### src/rtl/video_pkg.sv
`default_nettype none
// ============================================================================
// Package : video_pkg
// Purpose : Shared pixel type, capture FSM states and address-width helper.
// Rev     : 1.0  initial release
// ============================================================================
package video_pkg;

  typedef logic [11:0] pixel_t;

  typedef enum logic [1:0] {
    S_WAIT_VS_ON  = 2'd0,
    S_WAIT_VS_OFF = 2'd1,
    S_ACTIVE      = 2'd2
  } cap_state_e;

  function automatic int addr_w(input int w, input int h);
    return $clog2(w * h);
  endfunction

endpackage
`default_nettype wire

### src/rtl/rgb444_byte_packer.sv
`default_nettype none
// ============================================================================
// Module  : rgb444_byte_packer
// Purpose : Byte-phase tracking and RGB444 assembly from DVP byte pairs.
// Rev     : 1.0  initial release
// ============================================================================
module rgb444_byte_packer
  import video_pkg::*;
(
  input  logic       clk,
  input  logic       rst,
  input  logic       clear_i,
  input  logic       en_i,
  input  logic       href_i,
  input  logic       href_rise_i,
  input  logic       href_fall_i,
  input  logic [7:0] data_i,
  output pixel_t     pix_o,
  output logic       pix_valid_o,
  output logic       odd_byte_o
);

  logic       phase_q, phase_d;
  logic [3:0] red_q, red_d;
  pixel_t     pix_q, pix_d;
  logic       valid_q, valid_d;
  logic       w_phase;

  // A new line always starts on the red byte, whatever the previous line left.
  assign w_phase = href_rise_i ? 1'b0 : phase_q;

  always_comb begin
    phase_d = phase_q;
    red_d   = red_q;
    pix_d   = pix_q;
    valid_d = 1'b0;
    if (clear_i) begin
      phase_d = 1'b0;
      red_d   = '0;
    end else if (en_i && href_i) begin
      phase_d = ~w_phase;
      if (!w_phase) begin
        red_d = data_i[3:0];
      end else begin
        pix_d   = {red_q, data_i};
        valid_d = 1'b1;
      end
    end
  end

  always_ff @(posedge clk or posedge rst) begin
    if (rst) begin
      phase_q <= 1'b0;
      red_q   <= '0;
      pix_q   <= '0;
      valid_q <= 1'b0;
    end else begin
      phase_q <= phase_d;
      red_q   <= red_d;
      pix_q   <= pix_d;
      valid_q <= valid_d;
    end
  end

  assign pix_o       = pix_q;
  assign pix_valid_o = valid_q;
  assign odd_byte_o  = href_fall_i && phase_q;

endmodule
`default_nettype wire

### src/rtl/ov7670_frame_writer.sv
`default_nettype none
// ============================================================================
// Module  : ov7670_frame_writer
// Purpose : OV7670 DVP capture into a linear RGB444 frame buffer with frame
//           integrity reporting. Optional statistics: OV7670_FRAME_STATS_EN.
// Rev     : 1.0  initial release
// ============================================================================
module ov7670_frame_writer
  import video_pkg::*;
#(
  parameter  int RESOLUTION_WIDTH  = 640,
  parameter  int RESOLUTION_HEIGHT = 480,
  parameter  int VSYNC_POL         = 1,
  localparam int AW = addr_w(RESOLUTION_WIDTH, RESOLUTION_HEIGHT),
  localparam int XW = $clog2(RESOLUTION_WIDTH),
  localparam int YW = $clog2(RESOLUTION_HEIGHT)
) (
  input  logic          pclk,
  input  logic          rst,
  input  logic          cam_vsync,
  input  logic          cam_href,
  input  logic [7:0]    cam_data,
  output logic          w_clk,
  output logic          w_en,
  output logic [AW-1:0] w_addr,
  output logic [11:0]   w_data,
  output logic [XW-1:0] pixel_x,
  output logic [YW-1:0] pixel_y,
  output logic          frame_done,
  output logic          frame_err,
  output logic [15:0]   stat_lines,
  output logic [19:0]   stat_pixels
);

  localparam int            LW          = $clog2(RESOLUTION_WIDTH + 1);
  localparam logic [AW-1:0] c_last_addr = AW'(RESOLUTION_WIDTH * RESOLUTION_HEIGHT - 1);
  localparam logic [XW-1:0] c_x_max     = XW'(RESOLUTION_WIDTH - 1);
  localparam logic [YW-1:0] c_y_max     = YW'(RESOLUTION_HEIGHT - 1);
  localparam logic [LW-1:0] c_line_max  = LW'(RESOLUTION_WIDTH);
  localparam logic          c_vs_on     = (VSYNC_POL != 0);

  logic       vs_q, href_q, href_prev_q;
  logic [7:0] data_q;

  always_ff @(posedge pclk or posedge rst) begin
    if (rst) begin
      vs_q        <= 1'b0;
      href_q      <= 1'b0;
      href_prev_q <= 1'b0;
      data_q      <= '0;
    end else begin
      vs_q        <= cam_vsync;
      href_q      <= cam_href;
      href_prev_q <= href_q;
      data_q      <= cam_data;
    end
  end

  cap_state_e state_q, state_d;
  logic       w_vs_act, w_active, w_capture, w_enter, w_frame_done;
  logic       w_href_rise, w_href_fall;

  assign w_vs_act     = (vs_q == c_vs_on);
  assign w_active     = (state_q == S_ACTIVE);
  assign w_capture    = w_active && !w_vs_act;
  assign w_frame_done = w_active && w_vs_act;
  assign w_enter      = (state_q == S_WAIT_VS_OFF) && !w_vs_act;
  assign w_href_rise  = href_q && !href_prev_q;
  assign w_href_fall  = !href_q && href_prev_q;

  always_comb begin
    state_d = state_q;
    unique case (state_q)
      S_WAIT_VS_ON:  if (w_vs_act)  state_d = S_WAIT_VS_OFF;
      S_WAIT_VS_OFF: if (!w_vs_act) state_d = S_ACTIVE;
      S_ACTIVE:      if (w_vs_act)  state_d = S_WAIT_VS_OFF;
      default:       state_d = S_WAIT_VS_ON;
    endcase
  end

  always_ff @(posedge pclk or posedge rst) begin
    if (rst) state_q <= S_WAIT_VS_ON;
    else     state_q <= state_d;
  end

  pixel_t w_pix;
  logic   w_pix_valid, w_odd_raw;

  rgb444_byte_packer u_packer (
    .clk         (pclk),
    .rst         (rst),
    .clear_i     (w_enter),
    .en_i        (w_capture),
    .href_i      (href_q),
    .href_rise_i (w_href_rise),
    .href_fall_i (w_href_fall),
    .data_i      (data_q),
    .pix_o       (w_pix),
    .pix_valid_o (w_pix_valid),
    .odd_byte_o  (w_odd_raw)
  );

  logic [AW-1:0] addr_q, addr_d;
  logic [XW-1:0] x_q, x_d;
  logic [YW-1:0] y_q, y_d;
  logic [LW-1:0] line_pix_q, line_pix_d;
  logic          full_q, full_d;
  logic          err_acc_q, err_acc_d;
  logic          frame_err_q, frame_err_d;
  logic          w_wr, w_last_wr, w_err_now, w_short;

  // full_q marks that the last address has been written; the address is
  // parked there so it never wraps back over the start of the frame.
  assign w_wr      = w_pix_valid && !full_q;
  assign w_last_wr = w_wr && (addr_q == c_last_addr);
  assign w_short   = !(full_q || w_last_wr);
  assign w_err_now = err_acc_q
                   | (w_active && w_odd_raw)
                   | (w_pix_valid && (line_pix_q == c_line_max))
                   | (w_pix_valid && full_q)
                   | (w_frame_done && href_q);

  always_comb begin
    addr_d      = addr_q;
    x_d         = x_q;
    y_d         = y_q;
    line_pix_d  = line_pix_q;
    full_d      = full_q;
    err_acc_d   = err_acc_q;
    frame_err_d = frame_err_q;
    if (w_enter) begin
      addr_d     = '0;
      x_d        = '0;
      y_d        = '0;
      line_pix_d = '0;
      full_d     = 1'b0;
      err_acc_d  = 1'b0;
    end else if (w_active) begin
      if (w_wr) begin
        if (addr_q == c_last_addr) full_d = 1'b1;
        else                       addr_d = addr_q + 1'b1;
      end
      // A write coinciding with href falling still uses the old x/y.
      if (w_href_fall) begin
        x_d        = '0;
        line_pix_d = '0;
        if (y_q != c_y_max) y_d = y_q + 1'b1;
      end else begin
        if (w_wr && (x_q != c_x_max)) x_d = x_q + 1'b1;
        if (w_pix_valid && (line_pix_q != c_line_max)) line_pix_d = line_pix_q + 1'b1;
      end
      err_acc_d = w_err_now;
    end
    if (w_frame_done) frame_err_d = w_err_now | w_short;
  end

  always_ff @(posedge pclk or posedge rst) begin
    if (rst) begin
      addr_q      <= '0;
      x_q         <= '0;
      y_q         <= '0;
      line_pix_q  <= '0;
      full_q      <= 1'b0;
      err_acc_q   <= 1'b0;
      frame_err_q <= 1'b0;
    end else begin
      addr_q      <= addr_d;
      x_q         <= x_d;
      y_q         <= y_d;
      line_pix_q  <= line_pix_d;
      full_q      <= full_d;
      err_acc_q   <= err_acc_d;
      frame_err_q <= frame_err_d;
    end
  end

`ifdef OV7670_FRAME_STATS_EN
  logic [15:0] line_cnt_q, line_cnt_d, stat_lines_q, stat_lines_d;
  logic [19:0] pix_cnt_q, pix_cnt_d, stat_pix_q, stat_pix_d;

  always_comb begin
    line_cnt_d   = line_cnt_q;
    pix_cnt_d    = pix_cnt_q;
    stat_lines_d = stat_lines_q;
    stat_pix_d   = stat_pix_q;
    if (w_enter) begin
      line_cnt_d = '0;
      pix_cnt_d  = '0;
    end else if (w_active) begin
      if (w_capture && w_href_rise && (line_cnt_q != '1)) line_cnt_d = line_cnt_q + 1'b1;
      if (w_wr && (pix_cnt_q != '1))                      pix_cnt_d  = pix_cnt_q + 1'b1;
    end
    if (w_frame_done) begin
      stat_lines_d = line_cnt_d;
      stat_pix_d   = pix_cnt_d;
    end
  end

  always_ff @(posedge pclk or posedge rst) begin
    if (rst) begin
      line_cnt_q   <= '0;
      pix_cnt_q    <= '0;
      stat_lines_q <= '0;
      stat_pix_q   <= '0;
    end else begin
      line_cnt_q   <= line_cnt_d;
      pix_cnt_q    <= pix_cnt_d;
      stat_lines_q <= stat_lines_d;
      stat_pix_q   <= stat_pix_d;
    end
  end

  assign stat_lines  = stat_lines_q;
  assign stat_pixels = stat_pix_q;
`else
  assign stat_lines  = '0;
  assign stat_pixels = '0;
`endif

  assign w_clk      = pclk;
  assign w_en       = w_wr;
  assign w_addr     = addr_q;
  assign w_data     = w_pix;
  assign pixel_x    = x_q;
  assign pixel_y    = y_q;
  assign frame_done = w_frame_done;
  assign frame_err  = frame_err_q;

endmodule
`default_nettype wire
### config.mk
export PLATFORM = sky130hd
export DESIGN_NAME = ov7670_frame_writer
export DESIGN_NICKNAME = d
export VERILOG_FILES = /design/src/rtl/video_pkg.sv /design/src/rtl/rgb444_byte_packer.sv /design/src/rtl/ov7670_frame_writer.sv
export SDC_FILE = /design/constraint.sdc
export NUM_CORES = 1
export LEC_CHECK = 0
export BUFFER_PORTS_ARGS = -buffer_cell sky130_fd_sc_hd__buf_2
export CORE_ASPECT_RATIO = 0.9
export CORE_MARGIN = 3
export CORE_UTILIZATION = 45
export CTS_CLUSTER_DIAMETER = 150
export CTS_CLUSTER_SIZE = 10
export DETAILED_ROUTE_END_ITERATION = 8
export HOLD_SLACK_MARGIN = 0.03
export PLACE_DENSITY = 0.76
export SLEW_MARGIN = 40
export SYNTH_ARGS = -nofsm -noshare
export SYNTH_HDL_FRONTEND = slang
export SYNTH_HIERARCHICAL = 1
export SYNTH_SLANG_ARGS = --single-unit
### constraint.sdc
create_clock -name pclk -period 3.1 [get_ports pclk]
set_clock_uncertainty 0.1 [all_clocks]
set_input_delay 0 -clock pclk [delete_from_list [all_inputs] [get_ports pclk]]
set_output_delay 0 -clock pclk [all_outputs]
set_load 0.01 [all_outputs]
==> results.txt, run 1 <==
largest net degree at the start of global routing: 40
final wirelength: 8.755 mm
Slew HR: 0.5745
# IOs: 102
RSZ-0062 raised after global routing: no
post-route ant nets: 0
grt ovf: 0
GP Congestion: 0.8645
Mapped Cells: 408
initial core utilization: 0.4763
kind of start point of the critical path: flop
Area Overhead vs Synth: 15.75%
Die X-Extent: 107.8 microns
Remaining DRCs: 0
row count: 32
number of flops mapped to enable cells by yosys: 0
PortBufs: 65
CTS tree: done
final setup fails: 0
Nets: 508
worst path required time: 3340 ps
chip height: 97.60 microns
Netlist cell types: 58
Main synth FF type: dfrtp_1
setup TNS: 0 ps
Setup CP Type: flop to flop
antenna violations before repair: 0
async set-reset flop share out of synthesis: 1.000
minimum clock period: 2227 ps
largest area contributor in the netlist: dfrtp_1
Seq/Total Area, Yosys: 0.4891
layout cell share with drive strength beyond 1: 0.2359
Post-Syn Area: 4195 sq um
die area: 10520 sq um
DR vias/cell: 5.372
via count: 3304
Final Hold Fails: 0
Core ar.: 8808 sq um
TritonRoute pass-1 iters: 5
placed insts: 585
Max-cap violations: 0
synth top area cells: dfrtp_1 (49%), buf_4 (6.8%), xor2_1 (3.5%)
CP arrival: 2470 ps
DR iter-0 viols: 228
power per cell area: 465.0 nW/um^2
Crit. End Element: flop
HPWL Detailed: 6.250 mm
vias in the first global route: 3110
area share of the largest cell type after synthesis: 0.4891
first-pass GRT wire length: 15.04 mm
Synth warnings: 6
Antenna diodes: 0
static leakage: 0.002419 uW
clock slew at reported path FFs: 90 ps
Skew-Pair Late Insertion Delay: 460 ps
DR WL/cell: 14.24 microns
DP Area: 4497 sq um
f_max: 449.1 MHz
Seq cells post-synth: 82
Mean Syn Cell Area: 10.28 sq um
VDD IR-drop max: 0.4405 mV
Min-Delay Path Class: input port to asynchronous set/reset pin
Design Area, Final: 4856 sq um
Slew @ Worst Pin: 637.5 ps
max-slew violation count: 0
status: finished clean
gr usage total: 0.1778
post-CTS setup buffer count: 0
Tcrit/Tclk final: 0.7183
Resized Gates After CTS: 0
Finished Layout Cells: 615
Critical Path Fanout Max: 13
[path summary, 6_finish.rpt]
check / from / slack, ps / cells after the start / end
worst max-delay path: state_q[0] / 870 / 6 / u_packer/pix_o[5]
worst min-delay path: rst / 50 / 3 / w_addr[15]
worst max register to register: state_q[0] / 870 / 6 / u_packer/pix_o[5]
worst min register to register: data_q[4] / 380 / 1 / u_packer/pix_o[4]
max in group asynchronous: rst / 1950 / 4 / pixel_y[4]
min in group pclk: cam_data[2] / 80 / 2 / data_q[2]
[timing repair]
action	4_1_cts	5_1_grt
hold buffers	11	0
hold endpoints to repair	53	0
setup endpoints to repair	0	0
[stage by stage]
stage,worst slack [ps],utilization,total power [uW],hold WS (ps)
6_report,873.3,0.5513,2258,48.89
5_1_grt,715.3,0.5513,2378,62.22
4_1_cts,880.5,0.5513,2288,44.88
3_5_place_dp,901.5,0.5105,1362,-10.46
3_3_place_gp,971.4,0.5105,1358,-6.163
2_1_floorplan,838.5,-,1339,-161.4
[area by class of cell]
type,instances,area (sq um)
inverters,16,61.31
multi-input cells,298,1872
flip-flops and latches,82,2052
repair buffers,80,467.9
fillers,799,3953
well taps,119,148.9
clock buffers,14,183.9
clock inverters,6,70.07
[critical path, stage by stage (launching register included)]
cell      delay [ps]
dfrtp_1          410
nand2b_1         240
nor2_1           360
nand2_2          180
nor4b_4          220
buf_4            240
mux2_2           350
[layer usage]
layer / GRT usage / wire, microns / vias to the layer above
met5: 0 / 0 / -
met4: 0.06408 / 95 / 0
met3: 0.04518 / 594 / 8
met2: 0.2758 / 4182 / 118
met1: 0.2408 / 3882 / 1611
li1: - / - / 1567
[layout by cell type (no fill, tap or decap), types with 15 or more instances in the layout]
| cell | Yosys | layout |
|---|---|---|
| nand2_1 | 21 | 21 |
| a21oi_1 | 25 | 25 |
| dfrtp_1 | 82 | 82 |
| conb_1 | 1 | 36 |
| buf_2 | 3 | 65 |
| nand3_1 | 25 | 25 |
| nand4_1 | 16 | 16 |
| nor2_1 | 28 | 28 |
| xor2_1 | 17 | 17 |
| o21ai_0 | 15 | 15 |
[Yosys cell counts (7+ instances only)]
cell / number
nor2_1: 28
dfrtp_1: 82
nand3_1: 25
a21oi_1: 25
o211ai_1: 7
nand2_1: 21
and3_1: 8
mux2_2: 12
inv_1: 15
o21ai_0: 15
o31ai_1: 7
xor2_1: 17
buf_4: 38
nand4_1: 16
[kinds of logic (layout without fill, tap and decap cells)]
logic type | count (synthesis) | in the layout | share of synthesized area
AO/OA/AOI/OAI | 84 | 84 | 0.1294
XOR/XNOR | 20 | 20 | 0.04175
adder cells (fa/ha/maj) | 5 | 5 | 0.01491
buffers and inverters | 63 | 116 | 0.09603
flip-flops | 82 | 82 | 0.4891
multiplexers | 13 | 13 | 0.03460
other | 1 | 36 | 0.0008939
AND/OR/NAND/NOR | 140 | 140 | 0.1933
[registers in the layout, indices dropped and copies added (netlist names)]
register              cells
w_addr                   19
u_packer/pix_o           12
line_pix_q               10
pixel_x                  10
pixel_y                   9
data_q                    8
u_packer/red_q            4
state_q                   2
err_acc_q                 1
frame_err                 1
full_q                    1
href_prev_q               1
href_q                    1
u_packer/phase_q          1
u_packer/pix_valid_o      1
vs_q                      1
[power breakdown]
group          switching [uW]  internal, uW  total (uW)
logic                     124          69.6         193
clock network             433           494         927
registers                30.8          1110        1140
total                     587          1670        2260
Note: power is estimated with default switching activity, not from simulation.
==> inputs of run 2 (changes only) <==
==> constraint.sdc (replaced) <==
create_clock -name pclk -period 2.2 [get_ports pclk]
set_clock_uncertainty 0.1 [all_clocks]
set_input_delay 0 -clock pclk [delete_from_list [all_inputs] [get_ports pclk]]
set_output_delay 0 -clock pclk [all_outputs]
set_load 0.01 [all_outputs]
==> results.txt, run 2 (synthesis results as in run 1) <==
Power, Total: 3125 uW
PortBufs: 65
Psw: 888.9 uW
TritonRoute pass-1 iters: 4
die area: 10520 sq um
kind of start point of the critical path: flop
commonest cells after routing, fill and taps aside: dfrtp_1 (81), buf_2 (65), conb_1 (36)
Fillers: 793
antenna violations before repair: 0
clock slew at reported path FFs: 100 ps
grt ovf: 0
Seq. cell area: 2053 sq um
Skew-Pair Late Insertion Delay: 460 ps
status: finished clean
Multi-input gate area: 1879 sq um
Slew HR: 0.5487
Min-Delay Path Class: input port to asynchronous set/reset pin
Area Overhead vs Synth: 18.04%
via count: 3445
most common cell after layout, fill and taps aside: dfrtp_1
VDD IR-drop max: 0.5405 mV
initial core utilization: 0.4763
Setup CP Type: flop to flop
layout cell share with drive strength beyond 1: 0.2618
Nets: 520
DR iter-0 viols: 210
Slew @ Worst Pin: 672.4 ps
DR WL/cell: 15.05 microns
net switching fraction of the power: 0.2845
RSZ-0062 raised after global routing: no
HPWL Detailed: 6.617 mm
worst path required time: 2500 ps
final setup fails: 0
largest net degree at the start of global routing: 39
Core ar.: 8808 sq um
row count: 32
GP Congestion: 0.9157
f_max: 477.7 MHz
# IOs: 102
minimum clock period: 2093 ps
chip height: 97.60 microns
Final Hold Fails: 0
setup TNS: 0 ps
CP arrival: 2390 ps
Tcrit/Tclk final: 0.9514
Crit. End Element: flop
Reg power frac: 0.514
first-pass GRT wire length: 15.97 mm
CTS tree: done
Remaining DRCs: 0
Die X-Extent: 107.8 microns
Max-cap violations: 0
DR vias/cell: 5.494
Antenna diodes: 0
clock share of power: 0.394
final wirelength: 9.439 mm
static leakage: 0.002468 uW
number of flip-flops in the largest register: 19
Logic pwr share: 0.092
gr usage total: 0.1883
internal power: 2236 uW
vias in the first global route: 3367
max-slew violation count: 0
Critical Path Fanout Max: 16
power per cell area: 631.0 nW/um^2
post-route ant nets: 0
[run 2: timing repair]
item,in CTS,in global routing
hold endpoints to repair,92,0
buffers inserted,0,3
endpoints found under the setup margin,0,27
hold buffers,11,0
resized for setup,0,5
[run 2: final cells by class]
| class | instances | area share |
|---|---|---|
| Multi-Input combinational cell | 298 | 0.3795 |
| Clock buffer | 13 | 0.03436 |
| Clock inverter | 7 | 0.01314 |
| Inverter | 16 | 0.01238 |
| Tap cell | 119 | 0.03007 |
| Timing Repair Buffer | 92 | 0.1160 |
| Sequential cell | 82 | 0.4146 |
[run 2: per-stage QoR]
stage | cell area [sq um] | utilization | hold WS (ps) | std cells | setup slack [ps]
finish | 4952 | 0.5622 | 41.91 | 627 | 106.8
global route | 4952 | 0.5622 | 50.11 | 627 | 12.56
CTS | 4917 | 0.5582 | 36.93 | 624 | 92.04
detailed placement | 4577 | 0.5196 | 0.6195 | 594 | 113.9
global placement | 4577 | 0.5196 | 0.6195 | 594 | 222.3
floorplan | 4328 | - | -161.4 | 443 | 92.42
[run 2: routing by layer]
metal,part of all wire,track usage,vias to the layer above,wire [microns]
met3,0.062,0.04917,14,581
li1,-,-,1586,-
met5,0,0,-,0
met2,0.49,0.2988,137,4668
met1,0.43,0.2474,1708,4080
met4,0.011,0.06893,0,108
[run 2: worst max-delay path, cell delays in order (launching register included)]
cell and delay [ps]:
dfrtp_1 460, ha_2 230, nand2_2 120, nor4_4 60, buf_4 170, a21o_4 260
or4_1 470, a21oi_1 160
[run 2: worst paths after layout]
kind                                     endpoint   startpoint  cells past startpoint  slack [ps]
worst max-delay path                    w_addr[7]    w_addr[1]                      7         110
worst min-delay path                    data_q[4]          rst                      3          40
worst max register to register          w_addr[7]    w_addr[1]                      7         110
worst min register to register  u_packer/pix_o[6]    data_q[6]                      1         400
max in group asynchronous               w_addr[0]          rst                      4        1340
min in group pclk                       data_q[0]  cam_data[0]                      2          70
[run 2: power by group through the flow]
stage / Sequential [uW] / Clock, uW / Combinational, uW
floorplan: 1640 / 37.5 / 211
global placement: 1630 / 27.5 / 265
detailed placement: 1640 / 27.5 / 272
CTS: 1610 / 1270 / 287
global route: 1610 / 1340 / 321
finish: 1610 / 1230 / 287
==> inputs of run 3 (changes only) <==
--- a/config.mk
+++ b/config.mk
@@ -6,7 +6,6 @@
 export NUM_CORES = 1
 export LEC_CHECK = 0
 export BUFFER_PORTS_ARGS = -buffer_cell sky130_fd_sc_hd__buf_2
-export CORE_ASPECT_RATIO = 0.9
 export CORE_MARGIN = 3
 export CORE_UTILIZATION = 45
 export CTS_CLUSTER_DIAMETER = 150
==> results.txt, run 3 (synthesis results as in run 1) <==
final setup fails: 0
via count: 3347
final wirelength: 9.206 mm
f_max: 483.3 MHz
DR vias/cell: 5.407
chip height: 102.6 microns
hold depth: 2
most common cell after layout, fill and taps aside: dfrtp_1
grt ovf: 0
Slew HR: 0.5305
setup TNS: 0 ps
reg2reg start: w_addr[1]
minimum clock period: 2069 ps
Nets: 523
Tcrit/Tclk final: 0.9404
post-route ant nets: 0
max-slew violation count: 0
antenna violations before repair: 0
GP Congestion: 0.8897
power per cell area: 673.0 nW/um^2
Final Hold Fails: 0
worst reg2reg path depth: 6
PortBufs: 65
die area: 10520 sq um
HPWL Detailed: 6.680 mm
gr usage total: 0.1827
commonest cells after routing, fill and taps aside: dfrtp_1 (82), buf_2 (65), conb_1 (36)
Slew @ Worst Pin: 699.5 ps
first-pass GRT wire length: 15.21 mm
Worst Hold End: data_q[2]
Worst R2R Setup Slack: 130 ps
DR WL/cell: 14.87 microns
Area Overhead vs Synth: 19.03%
Fillers: 763
TritonRoute pass-1 iters: 4
static leakage: 0.002512 uW
layout cell share with drive strength beyond 1: 0.2603
worst r2r dst: w_addr[7]
Power, Total: 3361 uW
Crit. End Element: flop
VDD IR-drop max: 0.5633 mV
Setup CP Type: flop to flop
row count: 34
clock slew at reported path FFs: 90 ps
CP arrival: 2350 ps
largest net degree at the start of global routing: 28
# IOs: 102
Critical Path Fanout Max: 16
vias in the first global route: 3216
initial core utilization: 0.4719
number of flip-flops in the largest register: 19
Antenna diodes: 0
Min-Delay Path Class: input port to flop
CTS tree: done
status: finished clean
RSZ-0062 raised after global routing: no
worst path required time: 2480 ps
Die X-Extent: 102.6 microns
DR iter-0 viols: 207
Remaining DRCs: 0
Core ar.: 8891 sq um
Max-cap violations: 0
Skew-Pair Late Insertion Delay: 460 ps
kind of start point of the critical path: flop
critical hold path startpoint: cam_data[2]
run 3: changes by cell type in the layout (fill, tap and decap cells not counted), moves of 2 or more:
cell,delta
buf_4,+5
inv_6,-3
bufinv_16,+3
inv_8,-2
run 3: worst max path at each step:
stage / start / to / slack, ps
after global routing: w_addr[1] / w_addr[7] / 20
final: w_addr[1] / w_addr[7] / 130
after global placement: w_addr[1] / w_addr[9] / 170
after floorplan: state_q[0] / u_packer/pix_o[0] / 90
after detailed placement: w_addr[1] / w_addr[7] / 120
after CTS: w_addr[1] / w_addr[9] / 90
run 3: final cells by class:
| type | instances | area, sq um | share of cell area |
|---|---|---|---|
| sequential | 82 | 2052 | 0.4109 |
| multi-input combinational | 298 | 1876 | 0.3756 |
| timing repair buffer | 95 | 580.6 | 0.1163 |
| clock buffer | 13 | 170.2 | 0.03408 |
| tap | 108 | 135.1 | 0.02706 |
| clock inverter | 7 | 117.6 | 0.02355 |
| inverter | 16 | 62.56 | 0.01253 |
run 3: worst max-delay path: stages, from the launching register on:
cell	delay (ps)
dfrtp_1	440
ha_1	260
nand2_1	180
nor4_4	90
a21o_4	260
or4_1	480
a21oi_1	170
run 3: where the power goes:
part	switching (uW)	leakage (uW)	internal [uW]
logic	180	0.00126	109
clock network	587	0.000149	882
registers	41.1	0.00111	1560
total	809	0.00251	2550
run 3: repair_timing:
action / in CTS / in global routing
setup buffers: 0 / 2
hold buffers: 11 / 0
setup endpoints to repair: 0 / 9
gates resized for setup: 0 / 2
hold endpoints to repair: 88 / 0
run 3: metrics by stage:
step	cells	hold slack, ps	instance area (sq um)	utilization	setup slack, ps
after floorplan	443	-161.4	4328	-	92.42
after global placement	587	-0.6590	4581	0.5152	171.6
after detailed placement	587	0.6195	4581	0.5152	123.7
after CTS	617	55.41	4974	0.5594	85.18
after global routing	619	67.65	4994	0.5616	15.77
final	619	70.95	4994	0.5616	131.1
run 3: routing by layer:
layer	global-route usage	vias to the layer above	part of all wire	routed length, microns
li1	-	1597	-	-
met3	0.04398	13	0.051	467
met5	0	-	0	0
met1	0.2323	1642	0.44	4043
met2	0.2925	95	0.49	4544
met4	0.09082	0	0.016	150
